<file path="src/rtl/ahb_pkg.sv">
// Shared AHB-Lite encodings and the burst master's state enum.
package ahb_pkg;

  typedef enum logic [1:0] {
    TRANS_IDLE   = 2'b00,
    TRANS_BUSY   = 2'b01,
    TRANS_NONSEQ = 2'b10,
    TRANS_SEQ    = 2'b11
  } htrans_t;

  typedef enum logic [2:0] {
    BURST_SINGLE = 3'b000,
    BURST_INCR   = 3'b001
  } hburst_t;

  typedef enum logic {
    RESP_OKAY  = 1'b0,
    RESP_ERROR = 1'b1
  } hresp_t;

  typedef enum logic [2:0] {
    S_IDLE,
    S_ADDR,
    S_BURST,
    S_LAST,
    S_ERR
  } state_t;

endpackage

</file>
<file path="src/rtl/ahb_master_xfer.sv">
// AHB-Lite burst master: turns an arbiter start pulse into a pipelined
// NONSEQ/SEQ burst, streaming write beats from and read beats to the AXI side.
module ahb_master_xfer
  import ahb_pkg::*;
(
  input  logic        clk,
  input  logic        rst,
  input  logic        start_writing,
  input  logic        start_reading,
  output logic        ack,
  input  logic [31:0] addr,
  input  logic [3:0]  len,
  input  logic [2:0]  size,
  input  logic [31:0] wdata,
  output logic        wready,
  output logic [31:0] rdata,
  output logic        rvalid,
  output logic        rlast,
  output logic        done,
  output logic        err,
  output logic [31:0] HADDR,
  output logic        HWRITE,
  output logic [1:0]  HTRANS,
  output logic [2:0]  HSIZE,
  output logic [2:0]  HBURST,
  output logic [31:0] HWDATA,
  input  logic [31:0] HRDATA,
  input  logic        HREADY,
  input  logic        HRESP
);

  state_t      state;
  logic [3:0]  len_q;
  logic [3:0]  addr_cnt;
  logic [3:0]  beat_cnt;
  logic        dphase;
  logic        addr_acc;
  logic        dp_ok;
  logic        dp_err;

  assign addr_acc = HTRANS[1] & HREADY;
  assign dp_ok    = dphase & HREADY & (HRESP == RESP_OKAY);
  assign dp_err   = dphase & (HRESP == RESP_ERROR);
  assign ack      = (state == S_IDLE);

  // Write data and its handshake follow the live data phase, so they stay
  // combinational: the upstream buffer advances on the same edge HREADY closes a beat.
  assign wready   = dp_ok & HWRITE;
  assign HWDATA   = (dphase & HWRITE) ? wdata : 32'h0;

  always_ff @(posedge clk or negedge rst) begin
    if (!rst) begin
      state    <= S_IDLE;
      len_q    <= 4'd0;
      addr_cnt <= 4'd0;
      beat_cnt <= 4'd0;
      dphase   <= 1'b0;
      HADDR    <= 32'h0;
      HWRITE   <= 1'b0;
      HTRANS   <= TRANS_IDLE;
      HSIZE    <= 3'd0;
      HBURST   <= BURST_SINGLE;
      rdata    <= 32'h0;
      rvalid   <= 1'b0;
      rlast    <= 1'b0;
      done     <= 1'b0;
      err      <= 1'b0;
    end else begin
      rvalid <= 1'b0;
      rlast  <= 1'b0;
      done   <= 1'b0;
      err    <= 1'b0;

      // Completed data phase: count it and hand read data upstream.
      if (dp_ok) begin
        beat_cnt <= beat_cnt + 4'd1;
        if (!HWRITE) begin
          rvalid <= 1'b1;
          rdata  <= HRDATA;
          rlast  <= (beat_cnt == len_q);
        end
      end

      // First error cycle cancels any pending address phase before the case below.
      if (dp_err && state != S_ERR) begin
        HTRANS <= TRANS_IDLE;
        state  <= S_ERR;
      end else begin
        case (state)
          S_IDLE: begin
            if (start_writing || start_reading) begin
              state    <= S_ADDR;
              HWRITE   <= start_writing;
              HADDR    <= addr;
              HTRANS   <= TRANS_NONSEQ;
              HSIZE    <= (size > 3'd2) ? 3'd2 : size;
              HBURST   <= (len == 4'd0) ? BURST_SINGLE : BURST_INCR;
              len_q    <= len;
              addr_cnt <= 4'd0;
              beat_cnt <= 4'd0;
            end
          end
          S_ADDR, S_BURST: begin
            if (addr_acc) begin
              dphase   <= 1'b1;
              addr_cnt <= addr_cnt + 4'd1;
              if (addr_cnt == len_q) begin
                HTRANS <= TRANS_IDLE;
                state  <= S_LAST;
              end else begin
                HTRANS <= TRANS_SEQ;
                HADDR  <= HADDR + (32'd1 << HSIZE);
                state  <= S_BURST;
              end
            end
          end
          S_LAST: begin
            if (dp_ok) begin
              dphase <= 1'b0;
              done   <= 1'b1;
              state  <= S_IDLE;
            end
          end
          S_ERR: begin
            if (HREADY) begin
              dphase <= 1'b0;
              done   <= 1'b1;
              err    <= 1'b1;
              state  <= S_IDLE;
            end
          end
          default: state <= S_IDLE;
        endcase
      end
    end
  end

endmodule

</file>
<file path="config.mk">
export PLATFORM = sky130hd
export DESIGN_NAME = ahb_master_xfer
export DESIGN_NICKNAME = d
export VERILOG_FILES = /design/src/rtl/ahb_pkg.sv /design/src/rtl/ahb_master_xfer.sv
export SDC_FILE = /design/constraint.sdc
export NUM_CORES = 1
export LEC_CHECK = 0
export ABC_AREA = 1
export CAP_MARGIN = 10
export CORE_AREA = 3 3 117 119
export DETAILED_ROUTE_END_ITERATION = 7
export DIE_AREA = 0 0 120 122
export GPL_ROUTABILITY_DRIVEN = 0
export GPL_TIMING_DRIVEN = 0
export PLACE_DENSITY_LB_ADDON = 0.2
export SYNTH_ARGS = -nofsm -noshare
export SYNTH_HDL_FRONTEND = slang
export SYNTH_SLANG_ARGS = --single-unit
</file>
<file path="constraint.sdc">
create_clock -name clk -period 2.4 [get_ports clk]
set_input_delay 0.36 -clock clk [delete_from_list [all_inputs] [get_ports clk]]
set_output_delay 0.36 -clock clk [all_outputs]
set_load 0.05 [all_outputs]
</file>
==> results of run 1 <==
==> where the power goes <==
part / leakage, uW / internal, uW / switching [uW] / total, uW
combinational: 0.00300 / 2590 / 5470 / 8070
clock: 0.000142 / 750 / 653 / 1400
sequential: 0.00112 / 2240 / 720 / 2960
==> critical path: cells and delay by family (launching register included) <==
family,cells,cell delay [ns]
buffers and inverters,2,0.80
flip-flops,1,0.41
AND/OR/NAND/NOR,2,0.43
==> layer usage <==
layer,up-vias,wire [um],track usage (%)
li1,3025,-,-
met1,2698,7660,33.0
met3,28,1290,4.78
met4,0,335,7.87
met2,215,8740,39.6
met5,-,0,0
==> worst max-delay path by stage <==
stage | endpoint | from | depth (start not counted) | slack (ns)
2_1_floorplan | HADDR[20] | HSIZE[0] | 13 | 0.02
3_3_place_gp | rdata[0] | rst | 1 | -2.54
3_5_place_dp | HADDR[11] | HSIZE[1] | 13 | -0.04
4_1_cts | HADDR[20] | HSIZE[1] | 13 | 0.004
5_1_grt | HADDR[16] | HSIZE[0] | 13 | -0.02
6_report | HWDATA[12] | HWRITE | 4 | 0.05
==> timing repair <==
item,CTS,global route
endpoints found under the setup margin,33,33
hold buffers,1,0
resized for setup,35,22
pin swaps,0,4
setup buffers,0,1
hold endpoints to repair,24,0
==> registers in the layout, summed over array words and instances (netlist names), 2 cells and up <==
register	count
HADDR	32
rdata	32
addr_cnt	4
beat_cnt	4
len_q	4
HSIZE	3
state	3
HTRANS	2
==> metrics by stage <==
step	worst slack (ns)	setup TNS [ns]	cell area, sq um	util [%]
6_report	0.0497	0	8320	65.7
5_1_grt	-0.0201	-0.0452	8320	65.7
4_1_cts	0.00389	0	8270	65.2
3_5_place_dp	-0.0356	-0.0901	7980	63.0
3_3_place_gp	-2.54	-230.21	7960	62.8
2_1_floorplan	0.0230	0	5570	-
==> kinds of logic (layout without fill, tap and decap cells) <==
kind of cell	after synthesis	in the layout
AOI/OAI and AO/OA	45	45
xor gates and xnor gates	17	17
adders and majority gates	11	11
buffers and inverters	138	374
DFF	91	91
other	1	2
and+or+nand+nor	532	532
==> cell type report <==
type	count	area, sq um
Multi-Input combinational cell	607	2790
Clock inverter	6	53.8
Sequential cell	91	2280
Inverter	113	424
Buffer	25	133
Clock buffer	10	239
Timing Repair Buffer	220	2180
Fill cell	1144	4350
Tap cell	172	215
==> cells in the final DEF, fill, tap and decap left out, drive strengths merged, types with 3 or more instances in the layout <==
master,instances
a21oi,7
a31oi,5
buf,13
clkbuf,25
clkdlybuf4s50,185
dfrtp,91
dlygate4sd2,28
ha,10
inv,116
nand2,312
nand3,58
nand3b,4
nand4,7
nor2,121
nor3,22
o211ai,3
o21ai,27
or2,6
xnor2,8
xor2,9
==> summary.txt, run 1 <==
Outcome
  • Outcome: complete, no violations

Clock tree
  • Skew-Pair Late Insertion Delay: 0.34 ns
  • CTS buffer count: 9
  • CTS tree: done
  • Reg clk slew, reported paths: 0.07 ns
  • H-tree Lvls: 3
  • Clk sinks: 91
  • Clock Tree Root: clkbuf_16
  • Clock Tree Buf Depth: 2

Pwr
  • Leakage: 0.00426 uW
  • Pwr dens: 1490 nW/um^2
  • VDD IR max: 1020 uV
  • Total power: 12400 uW

Floorplan
  • Die area: 14600 sq um
  • Num rows: 41
  • Die H: 122 um
  • Chip width: 120 um
  • IO Pins: 220
  • Core Area: 12700 sq um
  • Starting Density: 43.9%

Synth
  • Synth top area cells: dfrtp_1, nand2_1, nor2_1
  • Top-area cell type share of the netlist area: 40.9%
  • Simple-gate share of the synthesized area: 39.3%
  • Post-synth top cells: nand2_1, nor2_1, inv_1, dfrtp_1, nand3_1
  • Syn. warnings: 0
  • Synth Area in Compound Gates: 4.48%
  • Mux share of post-synthesis cell area: 0%
  • Number of synthesized flops with an enable pin: 0
  • Post-Syn Area per Cell: 6.66 sq um
  • Synth Area in XOR/XNOR: 2.68%
  • Yosys reg bits: 91
  • Post-Synth Adder-Cell Area: 2.61%
  • Most common cell in the netlist: nand2_1
  • Cell Area, Synth: 5560 sq um
  • Main synth FF type: dfrtp_1
  • Main combinational cell family by area after synthesis: simple AND/OR/NAND/NOR gates
  • FFs w/ async S/R, synth: 100%
  • Sequential area share after synthesis: 40.9%
  • Biggest area consumer among synthesized cells: dfrtp_1
  • Cell variety after synth: 33
  • Mapped Cells: 835

Global route
  • Total Routing Usage GR: 24.4%
  • First-pass GRT wire length: 28500 um
  • Vias in the first global route: 5627
  • Initial antenna violation count: 0
  • Gr ovfl total: 0
  • Pin count of the biggest net entering global routing: 68

Critical path
  • Max incr delay on CP: 0.54 ns
  • Worst Path Max Fanout: 10
  • Worst-path cell chain: nand2_1 -> clkbuf_2 -> nor2_1 -> clkdlybuf4s15_1
  • CP max stage cell: clkdlybuf4s15_1
  • WP data required: 2.04 ns
  • Critical Path Source Type: register
  • Reg2reg path depth: 11
  • Setup CP Type: register to primary output
  • Reg-to-reg critical path endpoint: HADDR[8]
  • Critical Path AT: 1.99 ns
  • Crit path capture type: primary output
  • R2r setup slk: 0.17 ns
  • Crit Reg-Reg Startpoint: HSIZE[0]

Run
  • Max_cap viols: 0

STA
  • Tmin final: 2.35 ns
  • Relative slew slack: 56.6%
  • Final hold violation count: 0
  • Fmax: 425 MHz
  • Worst Skew: 0.00479 ns
  • Tcrit/Tclk final: 97.9%
  • # setup viols final: 0
  • Worst-margin pin slew: 0.651 ns
  • Slew Limit Fails: 0
  • Fin Hold WS: 0.471 ns

Finish
  • Non-filler instance count after layout: 1244
  • Share of post-route cells with drive strength above 1: 6.25%
  • Final nets: 1187
  • Layout area overhead: 49.6%
  • Ant diodes: 0

Drt
  • Drt pass-1 iters: 5
  • Wire per inst: 14.5 um
  • Vias/cell: 4.80
  • DR vias: 5966
  • DRT iter0 DRCs: 503
  • Total Wirelength: 18000 um
  • DRC: 0
  • Antenna Nets Post-Route: 0

Place
  • Final HPWL DP: 13900 um
  • Placed instance count: 1226
  • Port Buffers: 217

Hold path
  • Type of the most critical hold path: input pin to asynchronous set/reset pin
(Power assumes the default switching activity.)
==> run 2, diff against run 1 <==
Settings changed: SETUP_SLACK_MARGIN from default to 0.05.
==> run 2 against run 1 <==
Against the previous run:
- the flow now finishes with violations (negative hold slack)
- sequential share of layout area fell by 0.17 points
- non-clock buffer count decreased by 1
- final cell count about the same
- global-route usage shrank 0.25 points
- critical endpoint is now HWDATA[20]
- largest cell class unchanged
==> summary.txt, run 2 (same netlist as run 1, synthesis figures left out) <==
Floorplan
  • Chip width: 120 um (unchanged)
  • Die H: 122 um (unchanged)
  • Core Area: 12700 sq um (unchanged)
  • Num rows: 41 (unchanged)
  • Starting Density: 43.9% (unchanged)
  • Die area: 14600 sq um (unchanged)
  • IO Pins: 220 (unchanged)

Place
  • Placed instance count: 1226 (unchanged)
  • Port Buffers: 217 (unchanged)
  • Final HPWL DP: 13700 um (was 13900 um)
  • Dpl ws: -0.0770 ns (was -0.0356 ns)

Critical path
  • Crit Reg-Reg Startpoint: HSIZE[0] (unchanged)
  • Worst Path Max Fanout: 10 (unchanged)
  • WP data required: 2.04 ns (about the same)
  • Setup CP Type: register to primary output (unchanged)
  • Reg-to-reg critical path endpoint: HADDR[16] (was HADDR[8])
  • R2r setup slk: 0.20 ns (was 0.17 ns)
  • Crit path capture type: primary output (unchanged)
  • Critical Path AT: 1.90 ns (was 1.99 ns)
  • Reg2reg path depth: 12 (was 11)
  • Critical Path Source Type: register (unchanged)

Drt
  • Vias/cell: 4.76 (was 4.80)
  • Wire per inst: 14.4 um (was 14.5 um)
  • DRT iter0 DRCs: 418 (was 503)
  • Drt pass-1 iters: 5 (unchanged)
  • DRC: 0 (unchanged)
  • Total Wirelength: 17900 um (was 18000 um)
  • DR vias: 5919 (was 5966)
  • Antenna Nets Post-Route: 0 (unchanged)

Global route
  • Gr ovfl total: 0 (unchanged)
  • Vias in the first global route: 5577 (was 5627)
  • First-pass GRT wire length: 28100 um (was 28500 um)
  • Total Routing Usage GR: 24.2% (was 24.4%)
  • Pin count of the biggest net entering global routing: 53 (was 68)
  • Initial antenna violation count: 0 (unchanged)

Finish
  • Non-filler instance count after layout: 1243 (was 1244)
  • Commonest non-fill, non-tap cells in the layout: nand2_1, clkdlybuf4s50_1, nor2_1, inv_1, dfrtp_1 (unchanged)
  • Biggest regs: HADDR: 32 flops, rdata: 32 flops (unchanged)
  • Layout area overhead: 50.5% (was 49.6%)
  • Commonest non-fill, non-tap cell in the layout: nand2_1 (unchanged)
  • Ant diodes: 0 (unchanged)
  • Filler Cells Inserted: 1138 (was 1144)
  • Final nets: 1186 (was 1187)
  • Share of post-route cells with drive strength above 1: 7.66% (was 6.25%)

Clock tree
  • Clk sinks: 91 (unchanged)
  • Reg clk slew, reported paths: 0.07 ns (about the same)
  • Clock Tree Root: clkbuf_16 (unchanged)
  • Skew-Pair Late Insertion Delay: 0.36 ns (was 0.34 ns)
  • CTS tree: done (unchanged)
  • Clock Tree Buf Depth: 2 (unchanged)
  • Hold Buf Count CTS: 0 (was 1)
  • H-tree Lvls: 3 (unchanged)
  • CTS buffer count: 9 (unchanged)

Outcome
  • Failing checks: negative hold slack
  • Outcome: finished with violations (was complete, no violations)

Pwr
  • Cell internal pwr: 5710 uW (was 5590 uW)
  • Leakage: 0.00424 uW (was 0.00426 uW)
  • Comb power frac: 64.1% (was 64.9%)
  • Psw: 6900 uW (was 6840 uW)
  • Clock share of power: 12.2% (was 11.3%)
  • Total power: 12600 uW (was 12400 uW)
  • Flop pwr share: 23.6% (was 23.8%)
  • VDD IR max: 804 uV (was 1020 uV)
  • Sw Ratio: 54.8% (was 55.1%)
  • Pwr dens: 1510 nW/um^2 (was 1490 nW/um^2)

STA
  • Final hold violation count: 4 (was 0)
  • Fin Hold WS: -0.00339 ns (was 0.471 ns)
  • # setup viols final: 0 (unchanged)
  • Worst Skew: 0.00795 ns (was 0.00479 ns)
  • PnR worst setup slack: 0.143 ns (was 0.0497 ns)
  • RSZ-0062 raised after global routing: yes
  • Worst-margin pin slew: 0.624 ns (was 0.651 ns)
  • Setup TNS: 0 ns (unchanged)
  • Fmax: 443 MHz (was 425 MHz)
  • Slew Limit Fails: 0 (unchanged)
  • Tmin final: 2.26 ns (was 2.35 ns)
  • Tcrit/Tclk final: 94.0% (was 97.9%)
  • Relative slew slack: 58.4% (was 56.6%)

Run
  • Max_cap viols: 0 (unchanged)

Hold path
  • Type of the most critical hold path: input pin to asynchronous set/reset pin (unchanged)
run 2: per-stage QoR:
stage	instance area, sq um	util [%]
floorplan	5570	-
global placement	7960	62.8
detailed placement	7990	63.0
CTS	8270	65.3
global route	8370	66.1
finish	8370	66.1
run 2: worst max path at each step:
stage                     startpoint  depth (start not counted)          to  slack, ns
final                         HWRITE                          4  HWDATA[20]       0.14
after global routing        HSIZE[0]                         14   HADDR[31]      0.002
after CTS                     HWRITE                          4  HWDATA[26]       0.05
after detailed placement    HSIZE[1]                         13   HADDR[11]      -0.08
after global placement           rst                          1    HSIZE[0]      -2.93
after floorplan             HSIZE[1]                         13   HADDR[20]       0.06
run 2: routing by layer:
layer | routed length [um] | GRT usage, % | vias up
met5 | 0 | 0 | -
met2 | 8690 | 40.1 | 184
met1 | 7600 | 31.3 | 2683
li1 | - | - | 3028
met3 | 1270 | 6.31 | 24
met4 | 291 | 6.73 | 0
run 2: area by class of cell:
class                   count  area, sq um  area share, %
repair buffers            219         2160           25.8
well taps                 172          215           2.57
inverters                 113          424           5.07
clock inverters             7         90.1           1.08
clock buffers               9          225           2.69
multi-input cells         607         2840           33.9
plain buffers              25          134           1.60
flip-flops and latches     91         2280           27.2
run 2: critical path, cell delays in order, from the launching register on:
cell           delay (ns)
dfrtp_1              0.44
nand2_1              0.20
clkbuf_2             0.24
nor2_1               0.11
dlygate4sd2_1        0.54
run 2: timing repair:
item                                    4_1_cts  5_1_grt
pin swaps                                     0        5
buffers inserted                              0        1
endpoints found under the setup margin       38       54
gates resized for setup                      37       59
run 2: power groups by stage:
stage | combinational (uW) | sequential [uW] | clock [uW]
after floorplan | 3550 | 4820 | 0
after global placement | 7980 | 2950 | 0
after detailed placement | 8080 | 2960 | 0
after CTS | 8030 | 2950 | 1560
after global routing | 8800 | 3080 | 1630
final | 8090 | 2980 | 1540
==> RTL edit (settings of run 2) <==
Put one more register stage on the output `err`. The value now appears one clock later. The other outputs are not delayed to match.
--- a/src/rtl/ahb_master_xfer.sv
+++ b/src/rtl/ahb_master_xfer.sv
@@ -30,2 +30,4 @@
 );
+
+  logic err_s0;
 
@@ -66,3 +68,3 @@
       done     <= 1'b0;
-      err      <= 1'b0;
+      err_s0   <= 1'b0;
     end else begin
@@ -71,3 +73,3 @@
       done   <= 1'b0;
-      err    <= 1'b0;
+      err_s0 <= 1'b0;
 
@@ -127,3 +129,3 @@
               done   <= 1'b1;
-              err    <= 1'b1;
+              err_s0 <= 1'b1;
               state  <= S_IDLE;
@@ -137,2 +139,6 @@
 
+  always_ff @(posedge clk) begin
+    err <= err_s0;
+  end
+
 endmodule
Function: changed (Yosys sat finds a counterexample within 10 cycles, from zero or initial values and one cycle with rst low).
==> RTL edit against run 2 <==
- power is 1.7% lower
- utilization is 0.45 points lower
- first-iteration DRC count is 8.6% higher
- sequential cell count is 1 higher
- routed wire length is 6.1% lower
- synthesized area is 0.36% higher
- setup slack worse by 0.020 ns
- non-clock buffer count stayed put
- cell area is 0.69% lower
- critical path type unchanged
- largest power group unchanged
==> RTL edit: results (changes against run 2) <==
[status]
outcome = complete, no violations

[place]
pre_cts_ws_ns = -0.008871  ; +0.06809 ns
place_hpwl_um = 13150  ; -4.0%

[pwr]
power_leakage_nw = 4.253  ; +0.22%
irDropWorstVdd_mv = 0.8231  ; +2.4%

[clock_tree]
cts_buffers = 9  ; unchanged

[critical_path]
max_stage_delay_ns = 0.87  ; +0.33 ns
crit_slowest_cell = clkdlybuf4s50_1
crit_path_end = ack
crit_start = state[2]
timing.rr.start = HSIZE[1]
r2r-end = HADDR[15]
cp_max_fo = 4  ; -6

[finish]
drive_gt1_share_pct = 5.789  ; -1.9 points
fill_cells = 1191  ; +4.7%
stdcell_count = 1244  ; +0.080%
nNetsFinal = 1187  ; +0.084%
reg.largest.list = HADDR (32), rdata (32)

[drt]
drtIter0Drc = 454  ; +8.6%
firstDrtPassIters = 7  ; +2
totalWireLength_um = 16760  ; -6.1%

[global_routing]
grt_start_max_net_pins = 71  ; +34%
grt_pass1_wl_um = 26390  ; -6.2%
grt_pass1_vias = 5279  ; -5.3%
track_usage_pct = 22.61  ; -1.5 points
antenna_found_initial = 1  ; +1

[timing]
clock_skew_ns = 0.008048  ; +0.00009365 ns
max_slew.worst_pin.slew_ns = 0.6469  ; +0.02292 ns

[job]
maxCapViolCount = 0  ; unchanged

[synthesis]
synth.top_cells.by_area = dfrtp_1 41%, nand2_1 21%, nor2_1 7.9%, inv_1 7.4%, nand3_1 5.2%
postSynth.asyncResetShare_pct = 98.91  ; -1.1 points
ys_types = 34  ; +3.0%
ys_ff_latch = 92  ; +1.1%
avgSynthCellArea_um2 = 6.678  ; +0.24%
ys_seq_area_share_pct = 41.15  ; +0.21 points

[hold_path]
worst_hold_path_type = flip-flop to flip-flop

-- RTL edit: cell types whose count changed after synthesis, sizes merged --
cell	change
dfxtp	+1
-- RTL edit: kinds of logic (layout without fill, tap and decap cells) --
| group | after synthesis | count (layout) | synth area share [%] |
|---|---|---|---|
| xor+xnor | 17 | 17 | 2.667 |
| compound gates | 45 | 45 | 4.460 |
| fa+ha+maj | 11 | 11 | 2.600 |
| other cells | 1 | 3 | 0.06717 |
| simple gates | 532 | 532 | 39.13 |
| flops | 92 | 92 | 41.15 |
| buf+inv | 138 | 372 | 9.928 |
-- RTL edit: where the power goes --
group,internal [mW],total [mW],switching [mW]
combinational,2.59,7.98,5.39
sequential,2.26,2.96,0.698
clock,0.815,1.46,0.641
total,5.66,12.4,6.73
-- RTL edit: area by class of cell --
cell class | count | area [um^2] | share of cell area (%)
Multi-Input combinational cell | 607 | 2765 | 33.26
Timing Repair Buffer | 219 | 2173 | 26.14
Clock buffer | 9 | 225.2 | 2.709
Antenna cell | 1 | 2.502 | 0.03010
Sequential cell | 92 | 2301 | 27.68
Tap cell | 172 | 215.2 | 2.589
Clock inverter | 6 | 72.57 | 0.8730
Buffer | 25 | 133.9 | 1.610
Inverter | 113 | 424.2 | 5.102
-- RTL edit: what timing repair did --
item	in CTS	in global routing
buffers inserted	0	0
hold endpoints to repair	21	0
pin swaps	0	1
resized for setup	31	37
endpoints found under the setup margin	31	56
hold buffers	1	0
-- RTL edit: worst min-delay path by stage --
stage                      start        to  slack (ns)
after floorplan              rst  HADDR[0]        0.06
after global placement    err_s0       err        0.33
after detailed placement     rst  HADDR[6]        0.28
after CTS                 err_s0       err        0.35
after global routing      err_s0       err        0.35
final                     err_s0       err        0.34
-- RTL edit: critical path, delay by kind of cell (launching register included) --
| kind | cells | cell delay [ns] |
|---|---|---|
| DFF | 1 | 0.43 |
| and+or+nand+nor | 1 | 0.26 |
| buffers and inverters | 1 | 0.87 |
-- RTL edit: per-layer routing --
layer	routed length (um)	part of all wire [%]	vias up	GRT usage [%]
met4	315	1.9	0	7.946
met3	1277	7.6	20	4.782
met1	7266	43	2631	30.62
met2	7896	47	205	36.07
met5	0	0	-	0
li1	-	-	3030	-
-- RTL edit: through the flow --
stage	utilization (%)	total power [mW]	TNS, ns	hold WS (ns)	cell area, um^2
2_1_floorplan	-	8.391	0	0.06441	5593
3_3_place_gp	62.98	10.92	-226.82	0.3273	7980
3_5_place_dp	63.18	11.04	-0.008871	0.2783	8005
5_1_grt	65.61	13.29	0	0.3517	8313
6_report	65.61	12.39	0	0.3443	8313
4_1_cts	65.30	12.45	0	0.3451	8274
